File: config.mk
export PLATFORM = sky130hd
export DESIGN_NAME = rr_mux_sel_sequencer_flat
export DESIGN_NICKNAME = d
export VERILOG_FILES = /design/src/rtl/rr_mux_sel_sequencer_if.sv /design/src/rtl/rr_mux_sel_sequencer.sv /design/src/flat_wrapper.sv
export SDC_FILE = /design/constraint.sdc
export NUM_CORES = 1
export LEC_CHECK = 0
export ABC_AREA = 1
export CAP_MARGIN = 15
export CORE_MARGIN = 2
export CORE_UTILIZATION = 52
export DETAILED_ROUTE_END_ITERATION = 8
export HOLD_SLACK_MARGIN = 0.08
export PLACE_DENSITY = 0.85
export SLEW_MARGIN = 5
export SYNTH_ARGS = -nofsm -noshare
export SYNTH_HDL_FRONTEND = slang
export SYNTH_SLANG_ARGS = --single-unit
File: constraint.sdc
create_clock -name clk -period 4.4 [get_ports clk]
set_clock_uncertainty 0.2 [all_clocks]
set_input_delay 0.88 -clock clk [delete_from_list [all_inputs] [get_ports clk]]
set_output_delay 0.88 -clock clk [all_outputs]
set_load 0.01 [all_outputs]
File: src/rtl/rr_mux_sel_sequencer_if.sv
// Bundle between the select sequencer, its requesters and the 3:1 mux.
// master: sequencer side (drives sel/grant/busy/y_q/y_valid); slave: the rest.
interface rr_mux_sel_sequencer_if #(
  parameter int W = 2
);
  logic [2:0]   req;
  logic [W-1:0] y_in;
  logic [1:0]   sel;
  logic [2:0]   grant;
  logic         busy;
  logic [W-1:0] y_q;
  logic         y_valid;

  modport master (
    input  req,
    input  y_in,
    output sel,
    output grant,
    output busy,
    output y_q,
    output y_valid
  );

  modport slave (
    output req,
    output y_in,
    input  sel,
    input  grant,
    input  busy,
    input  y_q,
    input  y_valid
  );
endinterface

File: src/rtl/rr_mux_sel_sequencer.sv
// Round-robin sel sequencer for a 3:1 mux; each grant dwells DWELL cycles.
// Ports: clk, rst_n (async low), bus (req/y_in in; sel/grant/busy/y_q/y_valid out).
module rr_mux_sel_sequencer #(
  parameter int DWELL = 4,
  parameter int W     = 2
) (
  input  logic                   clk,
  input  logic                   rst_n,
  rr_mux_sel_sequencer_if.master bus
);

  localparam int CW = (DWELL > 1) ? $clog2(DWELL) : 1;
  localparam logic [CW-1:0] CNT_LOAD = CW'(DWELL - 1);

  typedef enum logic {
    IDLE,
    GRANT
  } state_e;

  state_e        state_q, state_d;
  logic [1:0]    sel_q, sel_d;
  logic [1:0]    last_q, last_d;
  logic [2:0]    grant_q, grant_d;
  logic [CW-1:0] cnt_q, cnt_d;
  logic [W-1:0]  ycap_q, ycap_d;
  logic          vld_q, vld_d;

  logic [1:0]    c1, c2, win;
  logic          found;
  logic          arb;

  // next channel in rotation; code 11 folds back to channel 0
  function automatic logic [1:0] nxt(input logic [1:0] i);
    logic [1:0] r;
    r = 2'b00;
    unique case (i)
      2'b00:   r = 2'b01;
      2'b01:   r = 2'b10;
      default: r = 2'b00;
    endcase
    return r;
  endfunction

  function automatic logic req_at(
    input logic [2:0] r,
    input logic [1:0] i
  );
    logic b;
    b = 1'b0;
    unique case (i)
      2'b00:   b = r[0];
      2'b01:   b = r[1];
      2'b10:   b = r[2];
      default: b = 1'b0;
    endcase
    return b;
  endfunction

  function automatic logic [2:0] onehot(input logic [1:0] i);
    logic [2:0] o;
    o = 3'b000;
    unique case (i)
      2'b00:   o = 3'b001;
      2'b01:   o = 3'b010;
      2'b10:   o = 3'b100;
      default: o = 3'b000;
    endcase
    return o;
  endfunction

  // scan last+1, last+2, last
  always_comb begin
    c1    = nxt(last_q);
    c2    = nxt(c1);
    found = 1'b1;
    win   = c1;
    if (req_at(bus.req, c1)) begin
      win = c1;
    end else if (req_at(bus.req, c2)) begin
      win = c2;
    end else if (req_at(bus.req, last_q)) begin
      win = last_q;
    end else begin
      found = 1'b0;
      win   = last_q;
    end
  end

  always_comb begin
    state_d = state_q;
    sel_d   = sel_q;
    last_d  = last_q;
    grant_d = grant_q;
    cnt_d   = cnt_q;
    ycap_d  = ycap_q;
    vld_d   = 1'b0;
    arb     = 1'b0;

    unique case (state_q)
      IDLE: begin
        if (bus.req != 3'b000) begin
          arb = 1'b1;
        end
      end
      GRANT: begin
        if (!req_at(bus.req, sel_q)) begin
          // abort: requester left, nothing captured
          arb = 1'b1;
        end else if (cnt_q == '0) begin
          ycap_d = bus.y_in;
          vld_d  = 1'b1;
          arb    = 1'b1;
        end else begin
          cnt_d = cnt_q - CW'(1);
        end
      end
      default: begin
        state_d = IDLE;
        grant_d = 3'b000;
      end
    endcase

    if (arb) begin
      if (found) begin
        state_d = GRANT;
        sel_d   = win;
        last_d  = win;
        grant_d = onehot(win);
        cnt_d   = CNT_LOAD;
      end else begin
        state_d = IDLE;
        grant_d = 3'b000;
      end
    end

    // keep the mux off its unused code
    if (sel_d == 2'b11) begin
      sel_d = 2'b00;
    end
    if (last_d == 2'b11) begin
      last_d = 2'b00;
    end
  end

  always_ff @(posedge clk or negedge rst_n) begin
    if (!rst_n) begin
      state_q <= IDLE;
      sel_q   <= 2'b00;
      last_q  <= 2'b10;
      grant_q <= 3'b000;
      cnt_q   <= '0;
      ycap_q  <= '0;
      vld_q   <= 1'b0;
    end else begin
      state_q <= state_d;
      sel_q   <= sel_d;
      last_q  <= last_d;
      grant_q <= grant_d;
      cnt_q   <= cnt_d;
      ycap_q  <= ycap_d;
      vld_q   <= vld_d;
    end
  end

  assign bus.sel     = sel_q;
  assign bus.grant   = grant_q;
  assign bus.busy    = (state_q == GRANT);
  assign bus.y_q     = ycap_q;
  assign bus.y_valid = vld_q;

endmodule

File: src/flat_wrapper.sv
// flat-port wrapper written by rule: the top's interface ports become plain ports
module rr_mux_sel_sequencer_flat 
#(
  parameter int DWELL = 4,
  parameter int W     = 2
)
  (clk, rst_n, bus_req, bus_y_in, bus_sel, bus_grant, bus_busy, bus_y_q, bus_y_valid);
  rr_mux_sel_sequencer_if #(.W(W)) bus_i ();
  input  logic clk;
  input  logic rst_n;
  input wire logic [$bits(bus_i.req)-1:0] bus_req;
  input wire logic [$bits(bus_i.y_in)-1:0] bus_y_in;
  output wire logic [$bits(bus_i.sel)-1:0] bus_sel;
  output wire logic [$bits(bus_i.grant)-1:0] bus_grant;
  output wire logic [$bits(bus_i.busy)-1:0] bus_busy;
  output wire logic [$bits(bus_i.y_q)-1:0] bus_y_q;
  output wire logic [$bits(bus_i.y_valid)-1:0] bus_y_valid;
  assign bus_i.req = bus_req;
  assign bus_i.y_in = bus_y_in;
  assign bus_sel = bus_i.sel;
  assign bus_grant = bus_i.grant;
  assign bus_busy = bus_i.busy;
  assign bus_y_q = bus_i.y_q;
  assign bus_y_valid = bus_i.y_valid;
  rr_mux_sel_sequencer #(.DWELL(DWELL), .W(W)) u_core (.clk(clk), .rst_n(rst_n), .bus(bus_i));
endmodule
**Word-level counts from Yosys, hierarchy flattened**

Index checks and enable logic that the tools add are counted.

- Memory bits (read-only): 0
- Output and inout bits: 9
- Memories: 0
- Latch bits: 0
- Bits in writable memories: 0
- Register bits: 13
- Bits of input ports: 7

- Divide/modulo/power cells: 0
- Mux-type cells: 35
- Shifts and indexed selects: 0
- Equal/unequal tests: 12
- Magnitude comparators: 0
- Reduce and logical (&&, ||, !) cells: 8
- Bitwise gates (word level): 1
- $mul: 0
- $add $sub $neg: 1

Operator list:

| cell | number |
|---|---|
| 2-bit two-way mux | 13 |
| 2-bit == test, second input constant | 7 |
| 1-bit two-way mux | 13 |
| 2-bit logical NOT | 6 |
| 1-bit one-hot mux with 3 select lines | 4 |
| 2-bit by 1-bit == test with 1-bit output, second input constant | 5 |
| 3-bit one-hot mux with 3 select lines | 1 |
| 2-bit one-hot mux with 2 select lines | 2 |
| 3-bit two-way mux | 1 |
| 3-bit AND reduction | 1 |
| 3-bit nonzero test | 1 |
| 1-bit one-hot mux with 2 select lines | 1 |
| 2-bit by 1-bit subtractor with 2-bit output, second input constant | 1 |
| 1-bit NOT | 1 |

**Depth between registers and ports, before layout**

- Depth after elaboration: 16
- Depth in mapped cells: 12
- Depth with buffers taken out: 11

**Least setup slack after synthesis**

OpenSTA, ideal clock, no wires.

- Kind: input-to-reg
- Start point: in bus_req[1]
- End point: reg u_core.sel_q[0] (netlist: u_core.bus.sel[0])
- Required time: 4,084 ps
- Cell stages on the path: 9
- Setup time: 116 ps
- Path buffers: 0
- Arrival time: 1,585 ps
- Path slack: 2,499 ps
- Cell sequence: inv_2 a21oi_2 nand4_1 nand2_2 inv_2 nand2_4 nand2_1 nand2_2 nor2_1

- Cells in the longest elaborated chain, start to end: 10
- Elaborated cells between the ends (all ways): 21
- Those cells by class: eq/ne (1); mux (19); reduce/logical (1)

Ends and longest elaborated chain:

| item | RTL line | source |
|---|---|---|
| start: declaration | flat_wrapper.sv:11 | `input wire logic [$bits(bus_i.req)-1:0] bus_req;` |
| 1-bit one-hot mux with 3 select lines | rr_mux_sel_sequencer.sv:50 | `unique case (i)` |
| 1-bit two-way mux | rr_mux_sel_sequencer.sv:79 | `end else if (req_at(bus.req, c2)) begin` |
| 1-bit two-way mux | rr_mux_sel_sequencer.sv:77 | `if (req_at(bus.req, c1)) begin` |
| 1-bit two-way mux | rr_mux_sel_sequencer.sv:81 | `end else if (req_at(bus.req, last_q)) begin` |
| 1-bit two-way mux | rr_mux_sel_sequencer.sv:79 |  |
| 1-bit two-way mux | rr_mux_sel_sequencer.sv:77 |  |
| 2-bit two-way mux | rr_mux_sel_sequencer.sv:124 | `if (found) begin` |
| 2-bit two-way mux * | rr_mux_sel_sequencer.sv:123 | `if (arb) begin` |
| 2-bit == test | rr_mux_sel_sequencer.sv:137 | `if (sel_d == 2'b11) begin` |
| 2-bit two-way mux * | rr_mux_sel_sequencer.sv:137 |  |
| net u_core.sel_d[0] | rr_mux_sel_sequencer.sv:21 | `logic [1:0] sel_q, sel_d;` |
| end signal: assignment | rr_mux_sel_sequencer.sv:156 | `sel_q <= sel_d;` |
| end: declaration | rr_mux_sel_sequencer.sv:21 |  |

The timed path passes the listed nets; every way through them passes the cells marked *. The select of a mux whose other input is x is not followed.
A chain may end at the register's enable or synchronous reset.

**Final worst setup path**

- Start point: in bus_req[1]
- End point: reg u_core.last_q[1]

- Cells in the longest elaborated chain, start to end: 10
- Elaborated cells between the ends (all ways): 21
- Those cells by class: eq/ne (1); mux (19); reduce/logical (1)

Ends and longest elaborated chain:

| item | RTL line | source |
|---|---|---|
| 1-bit one-hot mux with 3 select lines | rr_mux_sel_sequencer.sv:50 |  |
| 1-bit two-way mux | rr_mux_sel_sequencer.sv:79 |  |
| 1-bit two-way mux | rr_mux_sel_sequencer.sv:77 |  |
| 1-bit two-way mux | rr_mux_sel_sequencer.sv:81 |  |
| 1-bit two-way mux | rr_mux_sel_sequencer.sv:79 |  |
| 1-bit two-way mux | rr_mux_sel_sequencer.sv:77 |  |
| 2-bit two-way mux | rr_mux_sel_sequencer.sv:124 |  |
| 2-bit two-way mux * | rr_mux_sel_sequencer.sv:123 |  |
| 2-bit == test | rr_mux_sel_sequencer.sv:140 | `if (last_d == 2'b11) begin` |
| 2-bit two-way mux * | rr_mux_sel_sequencer.sv:140 |  |
| net u_core.last_d[1] | rr_mux_sel_sequencer.sv:22 | `logic [1:0] last_q, last_d;` |
| end signal: assignment | rr_mux_sel_sequencer.sv:157 | `last_q <= last_d;` |
| end: declaration | rr_mux_sel_sequencer.sv:22 |  |

Marked as above.

==> results.sh <==
export IMPL_post_route_min_period_ps=2354
export IMPL_cp_required_ps=4380
export IMPL_core_um2=1350
export IMPL_ys_seq_area_share_pct=42.10
export IMPL_synth_seq_cells=13
export IMPL_worstPathCellList="clkdlybuf4s50_1, inv_2, a21oi_2, nand4_1, nand2_2, inv_2, nand2_4, nand2_2, a21oi_1"
export IMPL_root_buffer="clkbuf_4"
export IMPL_cts_max_path_buffers=2
export IMPL_cellPowerDensity_nw_per_um2=706.9
export IMPL_clock_sinks=13
export IMPL_drv_slew=0
export IMPL_synth_edff_count=0
export IMPL_worstSetupStartpointType="input pin"
export IMPL_slew_headroom_pct=62.79
export IMPL_diodes=0
export IMPL_syn_area_per_cell_um2=7.681
export IMPL_cts_tree="yes"
export IMPL_grt_usage_pct=19.34
export IMPL_die_x_um=42.63
export IMPL_drc_errors=0
export IMPL_dr_pass1_iters=4
export IMPL_ctsHoldBuffers=0
export IMPL_synthArstFlopShare_pct=100.0
export IMPL_setup_viol=0
export IMPL_start_util_pct=57.46
export IMPL_overflow=0
export IMPL_vias_per_cell=5.045
export IMPL_place_congestion=0.8583
export IMPL_drt_iter0_markers=13
export IMPL_synth_top_area_share_pct=38.71
export IMPL_die_y_um=42.63
export IMPL_synthCells=101
export IMPL_synthFlopType="dfrtp_1"
export IMPL_p_switching_uw=310.6
export IMPL_wl_um=1521
export IMPL_path_clk_slew_ps=70
export IMPL_port_buffers=15
export IMPL_path_class="input pin to register"
export IMPL_crit_arrival_ps=2330
export IMPL_drive_above_1_share_pct=21.01
export IMPL_r2r_start="u_core.last_q[1]"
export IMPL_final_util_pct=71.08
export IMPL_numCtsBuffers=3
export IMPL_synth_cell_type_count=19
export IMPL_fillers=116
export IMPL_final_area_um2=959.7
export IMPL_cts_max_level=1
export IMPL_cpMaxStageDelayCell="clkdlybuf4s50_1"
export IMPL_hold_path_startpoint="u_core.bus.grant[2]"
export IMPL_synth_warnings=0
export IMPL_grt_first_pass_wirelength_um=2663
export IMPL_area_growth_pct=23.71
export IMPL_fmax_mhz=424.8
export IMPL_clock_latency_ps=260
export IMPL_die_area_um2=1817
export IMPL_row_count=13
export IMPL_synth_area_leaders="dfrtp_1 (39%), nand2_1 (16%), nand2_2 (6.5%)"
export IMPL_grt_pass1_vias=661
export IMPL_io_pins=16
export IMPL_seq_power_share_pct=30.9
export IMPL_pwr_share_clk_pct=10.3
export IMPL_slowest_delay_ps=510
export IMPL_ir_drop_v=0.0003482
export IMPL_grt_antenna_before_repair=0
export IMPL_post_cts_buffers=0
export IMPL_worst_pin_slew_ps=556.3
export IMPL_crit_fanout=7
export IMPL_power_internal_uw=367.8
export IMPL_dpl_cell_area_um2=933.4
export IMPL_end_kind="register"
export IMPL_rsz0062_at_grt="false"
export IMPL_min_period_over_period_pct=53.50
export IMPL_synth_most_common_cell="nand2_1"
export IMPL_synth_area_um2=775.7
export IMPL_p_leak_nw=0.5182
export IMPL_grt_max_degree=14
export IMPL_dp_hpwl_um=1238
export IMPL_nNetsFinal=127
export IMPL_pwr_share_comb_pct=58.8
export IMPL_antenna_left=0
export IMPL_switching_share_pct=45.78
export IMPL_hold_violations=0
export IMPL_post_cts_resized=0
export IMPL_reg2reg_slack_ps=2580
export IMPL_synth_fp_nets=108
export IMPL_maxCapViolCount=0
export IMPL_power_uw=678.3
export IMPL_yosysTopAreaCell="dfrtp_1"
export IMPL_outcome="completed"
export IMPL_synth_top_cells_by_count="nand2_1 (33), dfrtp_1 (12), inv_1 (12)"
export IMPL_holdCritPathClass="register to register"
export IMPL_crit_start="bus_req[1]"
export IMPL_wl_per_cell_um=11.35
export IMPL_tns_ps=0
export IMPL_vias=676
routing by layer:
layer / wire [µm] / GRT usage [%] / vias to the layer above
met5: 0 / 0 / -
met4: 5 / 9.375 / 0
met3: 46 / 1.724 / 2
met2: 793 / 34.55 / 12
met1: 675 / 22.74 / 310
li1: - / - / 352
cell families after synthesis:
family | after synthesis | share of synthesized area (%)
and+or+nand+nor | 66 | 44.52
buffers and inverters | 16 | 8.709
DFF | 13 | 42.10
AOI/OAI and AO/OA | 6 | 4.677
state kept, by name (all words and copies together), names as in the netlist:
signal,flops
u_core.cnt_q,2
u_core.bus.grant,3
u_core.bus.busy,1
u_core.bus.y_q,2
u_core.bus.y_valid,1
u_core.last_q,2
u_core.bus.sel,2
power groups by stage:
stage	clock [mW]	sequential, mW	combinational [mW]
final	0.0697	0.210	0.399
after global routing	0.0794	0.216	0.447
after CTS	0.0735	0.209	0.402
after detailed placement	0	0.212	0.400
after global placement	0	0.210	0.389
after floorplan	0	0.214	0.277
final cells by class:
class                      count  area (µm²)  share of cell area (%)
timing repair buffer          15       150.1                   15.65
inverter                      15       56.30                   5.867
sequential                    13       326.6                   34.03
tap                           15       18.77                   1.956
clock buffer                   4       26.28                   2.738
multi-input combinational     72       381.6                   39.77
critical path: cells and delay by family:
family          cells  cell delay, ps
buf+inv             3             660
simple gates        4             450
compound gates      2             340
cells in the final DEF, fill, tap and decap left out:
| master | n |
|---|---|
| a21oi_2 | 1 |
| nor2_2 | 3 |
| nand2_2 | 8 |
| nand2_1 | 33 |
| inv_2 | 3 |
| nand2_4 | 2 |
| nand3_1 | 10 |
| o211ai_1 | 1 |
| dfstp_2 | 1 |
| nor2_1 | 4 |
| o21ai_1 | 3 |
| inv_1 | 12 |
| clkdlybuf4s50_1 | 15 |
| nor2_4 | 2 |
| nand4_1 | 2 |
| dfrtp_1 | 12 |
| clkbuf_4 | 3 |
| a21oi_1 | 1 |
| nand3b_4 | 1 |
| nor3_2 | 1 |
| clkbuf_1 | 1 |
final timing paths:
check	to	cells past startpoint
setup reg to reg	u_core.last_q[1]	8
max in group asynchronous	u_core.last_q[1]	1
min in group asynchronous	u_core.last_q[0]	1
setup / recovery	u_core.last_q[1]	9
hold reg to reg	u_core.bus.grant[2]	2
hold / removal	u_core.bus.grant[2]	2
stage by stage:
| step | hold slack [ps] | std cells | setup WS, ps |
|---|---|---|---|
| final | 292.9 | 134 | 2046 |
| after global routing | 314.1 | 134 | 1946 |
| after floorplan | 249.1 | 101 | 2499 |
| after global placement | 264.4 | 130 | 1853 |
| after CTS | 297.4 | 134 | 2075 |
| after detailed placement | 278.2 | 130 | 1805 |
(Power assumes the default switching activity.)
